**src/rtl/byte_unstriping.sv**
```systemverilog
// ---------------------------------------------------------------------------
// byte_unstriping
//   Receive-side lane merger. Two DATA_W-bit lanes each feed a small deskew
//   FIFO. The output stream reads the FIFOs in strict alternation
//   (lane 0, lane 1, lane 0, ...), regardless of which lane arrived first.
//   This restores the word order that the transmit-side striper distributed.
//   An empty FIFO is never bypassed, so a word pushed at one edge can be
//   popped at the following edge at the earliest.
//
// Parameters
//   DATA_W    lane and output word width
//   DEPTH     entries per lane FIFO (power of 2, >= 2)
//
// Ports
//   clk        in   single clock, all state on posedge
//   reset      in   asynchronous active-high reset
//   lane_0     in   lane 0 word
//   valid_0    in   lane_0 valid this cycle
//   lane_1     in   lane 1 word
//   valid_1    in   lane_1 valid this cycle
//   data_out   out  merged word (registered, holds when idle)
//   valid_out  out  data_out valid (registered)
//   err_ovf    out  sticky overflow flag (only when UNSTRIPE_ERR_EN is defined)
//
// Build option
//   UNSTRIPE_ERR_EN  adds the err_ovf port. It is set by any write dropped
//                    on a full FIFO and is cleared only by reset. With the
//                    macro undefined, dropped writes are silent.
// ---------------------------------------------------------------------------
module byte_unstriping #(
    parameter int unsigned DATA_W = 32,
    parameter int unsigned DEPTH  = 4
) (
    input  logic              clk,
    input  logic              reset,
    input  logic [DATA_W-1:0] lane_0,
    input  logic              valid_0,
    input  logic [DATA_W-1:0] lane_1,
    input  logic              valid_1,
    output logic [DATA_W-1:0] data_out,
    output logic              valid_out
`ifdef UNSTRIPE_ERR_EN
    ,
    output logic              err_ovf
`endif
);

    localparam int unsigned PTR_W = $clog2(DEPTH);
    localparam int unsigned CNT_W = PTR_W + 1;
    localparam int unsigned LANES = 2;

    typedef enum logic {
        SEL_LANE0 = 1'b0,
        SEL_LANE1 = 1'b1
    } sel_e;

    // FIFO storage and state
    logic [DATA_W-1:0] mem_q    [LANES][DEPTH];
    logic [PTR_W-1:0]  wr_ptr_q [LANES];
    logic [PTR_W-1:0]  wr_ptr_d [LANES];
    logic [PTR_W-1:0]  rd_ptr_q [LANES];
    logic [PTR_W-1:0]  rd_ptr_d [LANES];
    logic [CNT_W-1:0]  cnt_q    [LANES];
    logic [CNT_W-1:0]  cnt_d    [LANES];

    // Output side state
    sel_e              sel_q;
    sel_e              sel_d;
    logic [DATA_W-1:0] data_q;
    logic [DATA_W-1:0] data_d;
    logic              valid_q;
    logic              valid_d;

    // Per-lane combinational view
    logic [DATA_W-1:0] lane_data  [LANES];
    logic              lane_valid [LANES];
    logic              empty      [LANES];
    logic              full       [LANES];
    logic              pop        [LANES];
    logic              push       [LANES];
    logic              sel_idx;

    always_comb begin
        lane_data[0]  = lane_0;
        lane_data[1]  = lane_1;
        lane_valid[0] = valid_0;
        lane_valid[1] = valid_1;
        sel_idx       = (sel_q == SEL_LANE1);

        for (int unsigned l = 0; l < LANES; l++) begin
            empty[l] = (cnt_q[l] == '0);
            full[l]  = (cnt_q[l] == CNT_W'(DEPTH));
        end

        // Only the lane named by sel may pop.
        pop[0] = !sel_idx && !empty[0];
        pop[1] =  sel_idx && !empty[1];

        for (int unsigned l = 0; l < LANES; l++) begin
            // A same-cycle pop frees a slot, so a full FIFO still accepts.
            push[l]     = lane_valid[l] && (!full[l] || pop[l]);
            wr_ptr_d[l] = wr_ptr_q[l] + PTR_W'(push[l]);
            rd_ptr_d[l] = rd_ptr_q[l] + PTR_W'(pop[l]);
            cnt_d[l]    = cnt_q[l] + CNT_W'(push[l]) - CNT_W'(pop[l]);
        end

        sel_d   = sel_q;
        data_d  = data_q;
        valid_d = 1'b0;
        if (pop[sel_idx]) begin
            data_d  = mem_q[sel_idx][rd_ptr_q[sel_idx]];
            valid_d = 1'b1;
            sel_d   = (sel_q == SEL_LANE0) ? SEL_LANE1 : SEL_LANE0;
        end
    end

    // Storage needs no reset: the cleared pointers and counts hide stale entries.
    always_ff @(posedge clk) begin
        for (int unsigned l = 0; l < LANES; l++) begin
            if (push[l]) begin
                mem_q[l][wr_ptr_q[l]] <= lane_data[l];
            end
        end
    end

    always_ff @(posedge clk or posedge reset) begin
        if (reset) begin
            for (int unsigned l = 0; l < LANES; l++) begin
                wr_ptr_q[l] <= '0;
                rd_ptr_q[l] <= '0;
                cnt_q[l]    <= '0;
            end
            sel_q   <= SEL_LANE0;
            data_q  <= '0;
            valid_q <= 1'b0;
        end else begin
            for (int unsigned l = 0; l < LANES; l++) begin
                wr_ptr_q[l] <= wr_ptr_d[l];
                rd_ptr_q[l] <= rd_ptr_d[l];
                cnt_q[l]    <= cnt_d[l];
            end
            sel_q   <= sel_d;
            data_q  <= data_d;
            valid_q <= valid_d;
        end
    end

    assign data_out  = data_q;
    assign valid_out = valid_q;

`ifdef UNSTRIPE_ERR_EN
    logic err_q;
    logic err_d;

    always_comb begin
        err_d = err_q;
        for (int unsigned l = 0; l < LANES; l++) begin
            if (lane_valid[l] && !push[l]) begin
                err_d = 1'b1;
            end
        end
    end

    always_ff @(posedge clk or posedge reset) begin
        if (reset) begin
            err_q <= 1'b0;
        end else begin
            err_q <= err_d;
        end
    end

    assign err_ovf = err_q;
`endif

endmodule

```
**config.mk**
```make
export PLATFORM = sky130hd
export DESIGN_NAME = byte_unstriping
export DESIGN_NICKNAME = d
export VERILOG_FILES = /design/src/rtl/byte_unstriping.sv
export SDC_FILE = /design/constraint.sdc
export NUM_CORES = 1
export LEC_CHECK = 0
export CAP_MARGIN = 20
export CORE_AREA = 8 8 196 198
export DETAILED_ROUTE_END_ITERATION = 12
export DIE_AREA = 0 0 204 206
export DONT_BUFFER_PORTS = 1
export GPL_TIMING_DRIVEN = 0
export PLACE_DENSITY = 0.45
export SLEW_MARGIN = 25
export SYNTH_ARGS = -nofsm -noshare
export SYNTH_HDL_FRONTEND = slang
export SYNTH_SLANG_ARGS = --single-unit
```
**constraint.sdc**
```tcl
create_clock -name clk -period 4 [get_ports clk]
set_input_delay 0.2 -clock clk [delete_from_list [all_inputs] [get_ports clk]]
set_output_delay 0.2 -clock clk [all_outputs]
set_load 0.03 [all_outputs]
```
* Yosys cells after proc, flatten, opt, wreduce, memory -nomap -nowiden
Memory sizes are Yosys's and may differ from the RTL's.
Index checks and enable logic that the tools add are counted.
** Word-level totals
- Bits in writable memories :: 256
- Output and inout port bits :: 33
- Memories kept :: 1
- Latch bits :: 0
- Word-level logic and storage cells :: 64
- Bits in registers :: 48
- Memory bits (read-only) :: 0
** Memory list
- mem_q :: words 2, bits a word 128, read ports 1, clocked after memory_dff 0, wr ports 2, RTL line 58 : logic [DATA_W-1:0] mem_q [LANES][DEPTH];
** Operators by class
- Magnitude comparators :: 6
- Equal/unequal tests :: 2
- Shift-type cells :: 0
- Bitwise logic cells :: 4
- $add $sub $neg :: 8
- Multiplexer cells :: 19
- Multipliers :: 0
- Reduce and logical (&&, ||, !) cells :: 15
- Div/mod/pow operators :: 0
** Operator list (number)
- $mux W128 :: 2
- $demux W32 S2 :: 2
- $mux W32 :: 4
- $bmux W32 S2 :: 1
- $ge A3 B3 Y1 const B :: 3
- $not A2 Y3 :: 3
- $add A2 B1 Y2 :: 4
- $mux W1 :: 7
- $add A3 B1 Y3 :: 2
- $eq A3 B3 Y1 const B :: 2
- $logic_and A1 B1 Y1 :: 6
- $logic_not A3 Y1 :: 2
- $lt A3 B1 Y1 const B :: 2
- $mux W2 :: 3
- $sub A3 B1 Y3 :: 2
- $logic_not A1 Y1 :: 5
- $ge A2 B2 Y1 const B :: 1
- $logic_or A1 B1 Y1 :: 2
- $not A1 Y2 :: 1

* Longest topological paths before layout
Gate-level depths: netlist of run 1.
- Depth in word-level cells :: 8
- Depth in mapped cells :: 10
- Gate-level depth less buffers :: 9

* Worst setup path after synthesis of run 1
No wires, ideal clock.
- Path kind :: register to register
- Start point :: reg sel_q, in the netlist sel_idx
- End point :: mem mem_q[0][64] (netlist bit), enable pin
- Data arrival time :: 3.078 ns
- Path slack :: 0.454 ns
- Library setup time :: 0.468 ns
- Stages on the path, launching flop included :: 5
- Period minus slack after synthesis :: 3.546 ns
- Path buffers :: 1
- Cells stage by stage :: dfrtp_1 buf_6 nand2_1 o31ai_1 nor3b_1
** RTL lines
- start: declaration :: RTL line 67 : sel_e sel_q;
- start signal: assignment :: RTL line 142 : sel_q <= sel_d;
- end: declaration :: RTL line 58

==> impl_metrics.yaml, run 1 <==
status:
  status: "finished clean"
synth:
  ys_types: 37
  ys_async_sr_fraction: 0.158
  synth_ff_type: "edfxtp_1"
  seq_area_frac_synth: 0.771
  yosysMostFrequentCell: "edfxtp_1"
  synth_area_um2: 11500
  yosys-top-cells-area: "edfxtp_1 (67%), dfrtp_1 (10%), mux4_1 (3.9%), mux4_2 (2.9%), mux2i_1 (2.8%)"
  syn-instance-count: 580
  syn_avg_cell_area_um2: 19.9
  synth.top_cell.area_share: 0.667
  synth_fp_nets: 658
  synth_edf_count: 256
  synth_commonest_cells: "edfxtp_1 (256), dfrtp_1 (48), mux2i_1 (32)"
  synth_warnings: 0
  synth_top_area_cell: "edfxtp_1"
  synth-seq-cells: 304
drt:
  m1WireLength_mm: 12.2
  top_layer: "met5"
  drtAntennaViolNets: 0
  via_count: 5991
  wl_met3_mm: 1.77
  drt_iter0_markers: 520
  dr.pass1.iters: 7
  totalWireLength_mm: 28.0
  route.detailed.drc: 0
  avgViaCountPerCell: 5.02
  wl_met2_mm: 13.5
  routedWlPerCell_um: 23.5
layout:
  synthToLayoutAreaGrowth_pct: 22.8
  antenna_cells: 0
  nets: 786
  drive_above_1_share: 0.182
  finalNonFillerCells: 1193
floorplanning:
  io_pins: 101
  start_util: 0.327
  die_area_um2: 42000
  die_w_um: 204
  rows: 69
  coreArea_um2: 35200
  die_h_um: 206
run:
  cap_violations: 0
power:
  power_frac_seq: 0.431
  power.switching_mw: 3.99
  clkPwrFrac: 0.255
  internal_power_mw: 7.59
  vdd_drop_max_uv: 289
  p_comb_frac: 0.314
  sw_frac_of_total: 0.345
  power_density_nw_per_um2: 818
  p_leak_nw: 4.91
  power_mw: 11.6
sta:
  rsz0062_at_grt: "false"
  tightest_slew_ps: 783
  timing.final.crit_share: 0.724
  report.final.slew_viol_count: 0
  fmax_mhz: 345
  finalHoldViolCount: 0
  setup_viol: 0
  finalClockSkew_ps: 20.9
  period_needed_ps: 2900
  relSlewSlack: 0.475
critical_path:
  critPathKind: "reg -> reg"
  rr_worst_depth: 10
  regToRegStartpoint: "cnt_q[5]"
  cp-end-kind: "register"
  cp.arrival_ps: 3300
  required_ps: 4400
  r2r-end: "cnt_q[5]"
  worst_setup_path_start_kind: "register"
  crit_fanout: 8
  r2r_slack_ps: 1100
clock_network:
  post-cts-setup-buffers: 0
  cts_tree: "yes"
  path_clk_slew_ps: 60
  cts.repair.resized: 0
  cts_root_buf: "clkbuf_16"
  cts_buffers: 34
  cts_sinks: 304
  clockBufferDepth: 3
  htreeDepth: 2
  insertion_delay_ps: 510
grt:
  grt_pass1_wl_mm: 41.5
  grt_use_total: 0.132
  overflow: 0
  grt_pass1_vias: 6256
  antenna_found_initial: 2
  grt_max_degree: 43
place:
  io_buffers: 0
  gp_congestion: 0.734
  hpwlAfterDp_mm: 19.5
  dp_cells: 1068
worst_hold_path:
  hold_path_depth: 3
  worstHoldStart: "valid_1"
  hp-class: "in -> reg"
  holdPathEnd: "wr_ptr_q[0]"
cells in the final DEF (no fill, tap or decap), types with 5 or more instances in the layout:
| cell type | count |
|---|---|
| edfxtp_1 | 256 |
| dlygate4sd3_1 | 65 |
| dfrtp_1 | 48 |
| clkbuf_16 | 35 |
| mux2i_1 | 32 |
| buf_4 | 25 |
| nand3_1 | 24 |
| o21a_1 | 24 |
| a222oi_1 | 24 |
| o21ai_0 | 20 |
| mux4_1 | 17 |
| clkbuf_1 | 16 |
| mux4_2 | 15 |
| buf_6 | 12 |
| nand2_1 | 12 |
| inv_1 | 11 |
| mux2_2 | 8 |
| a22oi_1 | 8 |
| o211ai_1 | 8 |
| ha_1 | 8 |
| buf_2 | 6 |
| clkinv_2 | 6 |
| clkinv_1 | 5 |
critical path: stages (launching register included):
cell and delay (ps):
dfrtp_1 420, nor3_1 450, or2_2 200, clkbuf_1 320, inv_1 160, ha_1 300
inv_1 50, ha_1 190, fa_1 380, xnor2_1 180, xnor2_1 150
metrics by stage:
stage / hold WS (ps) / util / setup slack, ps / cell area, um^2 / TNS (ps)
2_1_floorplan: 299 / - / 454 / 11500 / 0
3_3_place_gp: 299 / 0.344 / -2270 / 12100 / -280080
3_5_place_dp: -21.5 / 0.353 / 1110 / 12400 / 0
4_1_cts: 59.3 / 0.402 / 1090 / 14200 / 0
5_1_grt: 79.0 / 0.402 / 884 / 14200 / 0
6_report: 74.4 / 0.402 / 1100 / 14200 / 0
worst max path at each step:
stage          slack (ps)     start  depth (start not counted)           end
3_5_place_dp         1110  cnt_q[5]                         10      cnt_q[5]
2_1_floorplan         450   sel_idx                          4  mem_q[0][64]
6_report             1100  cnt_q[5]                         10      cnt_q[5]
4_1_cts              1090  cnt_q[5]                         10      cnt_q[5]
3_3_place_gp        -2270   sel_idx                          4  mem_q[0][77]
5_1_grt               880  cnt_q[4]                         10      cnt_q[5]
final cells by class:
class / count / area [um^2]
Multi-Input combinational cell: 233 / 2450
Buffer: 31 / 199
Clock inverter: 15 / 125
Timing Repair Buffer: 92 / 941
Tap cell: 461 / 577
Fill cell: 3190 / 21100
Clock buffer: 45 / 933
Sequential cell: 304 / 8890
Inverter: 12 / 47.5
cells by family (layout without fill, tap and decap cells):
| logic type | count (synthesis) | in the layout | synth area share |
|---|---|---|---|
| fa+ha+maj | 10 | 10 | 0.0122 |
| simple gates | 49 | 49 | 0.0221 |
| xor+xnor | 8 | 8 | 0.00608 |
| compound gates | 92 | 92 | 0.0609 |
| flops | 304 | 304 | 0.771 |
| mux | 74 | 74 | 0.107 |
| buf+inv | 43 | 195 | 0.0212 |
power groups by stage:
stage               combinational (mW)  clock, mW  sequential [mW]
floorplan                         2.37          0             4.93
global placement                  3.34          0             5.11
detailed placement                3.62          0             5.08
CTS                               3.71       3.03             5.02
global route                      3.96       3.15             5.07
finish                            3.64       2.95             4.99
sequential cells by signal, summed over array words and instances, names as in the netlist:
name,flops
valid_out,1
cnt_q,6
wr_ptr_q,4
rd_ptr_q,4
mem_q,256
sel_idx,1
data_out,32
layer usage:
metal | GRT usage | vias up
met5 | 0 | -
met4 | 0.0370 | 4
met3 | 0.0324 | 46
met2 | 0.215 | 169
met1 | 0.173 | 3134
li1 | - | 2638
timing repair:
item	in CTS	in global routing
setup endpoints to repair	0	0
endpoints found under the hold margin	304	0
hold buffers	65	0
Note: power is estimated with default switching activity, not from simulation.
==> inputs of run 2 (changes only) <==
==> constraint.sdc (replaced) <==
create_clock -name clk -period 2.7 [get_ports clk]
set_input_delay 0.135 -clock clk [delete_from_list [all_inputs] [get_ports clk]]
set_output_delay 0.135 -clock clk [all_outputs]
set_load 0.03 [all_outputs]
==> impl_metrics.yaml, run 2 (synthesis gave the netlist of run 1 again) <==
critical_path:
  critPathLaunch: "sel_idx"
  critPathKind: "reg -> reg"
  crit_fanout: 10
  regToRegStartpoint: "sel_idx"
  rr_worst_depth: 9
  r2r_slack_ps: 160
  cp.arrival_ps: 3020
  required_ps: 3180
  worst_setup_path_start_kind: "register"
  r2r-end: "cnt_q[5]"
  cp-end-kind: "register"
place:
  place_ws_ps: -211
  io_buffers: 0
  dpl_cell_area_um2: 12500
  gp_congestion: 0.734
  hpwlAfterDp_mm: 19.2
floorplanning:
  io_pins: 101
  rows: 69
  die_area_um2: 42000
  die_h_um: 206
  start_util: 0.327
  coreArea_um2: 35200
  die_w_um: 204
clock_network:
  insertion_delay_ps: 550
  cts_sinks: 304
  cts_tree: "yes"
  htreeDepth: 1
  cts_buffers: 31
  clockBufferDepth: 3
  path_clk_slew_ps: 60
  cts_root_buf: "clkbuf_16"
grt:
  overflow: 0
  antenna_found_initial: 3
  grt_pass1_wl_mm: 41.5
  grt_use_total: 0.131
  grt_max_degree: 36
  grt_pass1_vias: 6180
layout:
  drive_above_1_share: 0.182
  final_cell_mix: "edfxtp_1 (256), dlygate4sd3_1 (67), dfrtp_1 (48), mux2i_1 (32), clkbuf_16 (31)"
  stdcell_area_um2: 14300
  synthToLayoutAreaGrowth_pct: 23.9
  largest_reg_flops: 256
  fillCellCount: 3157
  seq_area_um2: 8890
  nets: 778
  layout_commonest_cell: "edfxtp_1"
  multi_input_area_um2: 2500
power:
  p_leak_nw: 4.93
  power_density_nw_per_um2: 1220
  vdd_drop_max_uv: 563
  power_mw: 17.4
worst_hold_path:
  hp-class: "in -> reg"
  hold_path_depth: 3
  worstHoldStart: "valid_0"
  holdPathEnd: "wr_ptr_q[2]"
drt:
  avgViaCountPerCell: 5.00
  route.detailed.drc: 0
  drt_iter0_markers: 396
  drtAntennaViolNets: 0
  routedWlPerCell_um: 23.5
  dr.pass1.iters: 8
  totalWireLength_mm: 27.9
  via_count: 5935
status:
  status: "finished clean"
sta:
  fmax_mhz: 393
  finalHoldViolCount: 0
  tightest_slew_ps: 892
  finalClockSkew_ps: 9.10
  report.final.slew_viol_count: 0
  relSlewSlack: 0.400
  timing.final.crit_share: 0.942
  period_needed_ps: 2540
  fin_ws_ps: 156
  setup_viol: 0
run:
  cap_violations: 0
[run 2: area by class of cell]
cell class                 instances  area share
timing repair buffer              87      0.0683
tap                              461      0.0404
sequential                       304       0.622
multi-input combinational        233       0.175
clock buffer                      32      0.0546
antenna                            1    0.000175
clock inverter                    26      0.0221
buffer                            31      0.0140
inverter                          12     0.00333
[run 2: routing by layer]
metal | share of wire | vias up | global-route usage | wire [um]
li1 | - | 2630 | - | -
met1 | 0.42 | 3094 | 0.173 | 11800
met2 | 0.49 | 170 | 0.216 | 13700
met3 | 0.074 | 37 | 0.0357 | 2070
met4 | 0.015 | 4 | 0.0288 | 406
met5 | 0.00075 | - | 0 | 21
[run 2: stage by stage]
| stage | utilization | hold slack, ps | std cells | setup TNS (ps) |
|---|---|---|---|---|
| after global placement | 0.344 | 234 | 1041 | -219890 |
| after detailed placement | 0.355 | -42.6 | 1060 | -447 |
| after floorplan | - | 234 | 580 | 0 |
| after global routing | 0.406 | 61.5 | 1187 | -24.2 |
| after CTS | 0.405 | 49.6 | 1185 | 0 |
| final | 0.406 | 69.2 | 1187 | 0 |
[run 2: worst max path at each step]
stage,to,slack (ps),cells past startpoint
6_report,cnt_q[5],160,9
5_1_grt,cnt_q[5],-20,10
4_1_cts,cnt_q[2],80,9
3_5_place_dp,cnt_q[2],-210,9
3_3_place_gp,mem_q[0][46],-1330,6
2_1_floorplan,cnt_q[2],60,9
[run 2: repair_timing]
item,4_1_cts,5_1_grt
hold endpoints to repair,329,0
pin swaps,0,1
buffers inserted,0,1
resized for setup,3,2
endpoints found under the setup margin,3,2
hold buffers,67,0
[run 2: where the power goes]
group | leakage [nW] | switching (mW) | internal [mW] | total [mW]
Clock | 0.528 | 1.77 | 2.76 | 4.53
Combinational | 1.48 | 3.13 | 2.31 | 5.44
Sequential | 2.92 | 1.09 | 6.36 | 7.44
[run 2: worst max-delay path, cell delays in order (launching register included)]
cell     delay, ps
dfrtp_1        340
buf_6          160
nand2_1         60
o31ai_1        730
ha_1           230
inv_1           50
ha_1           180
fa_1           380
xnor2_1        200
xnor2_1        140
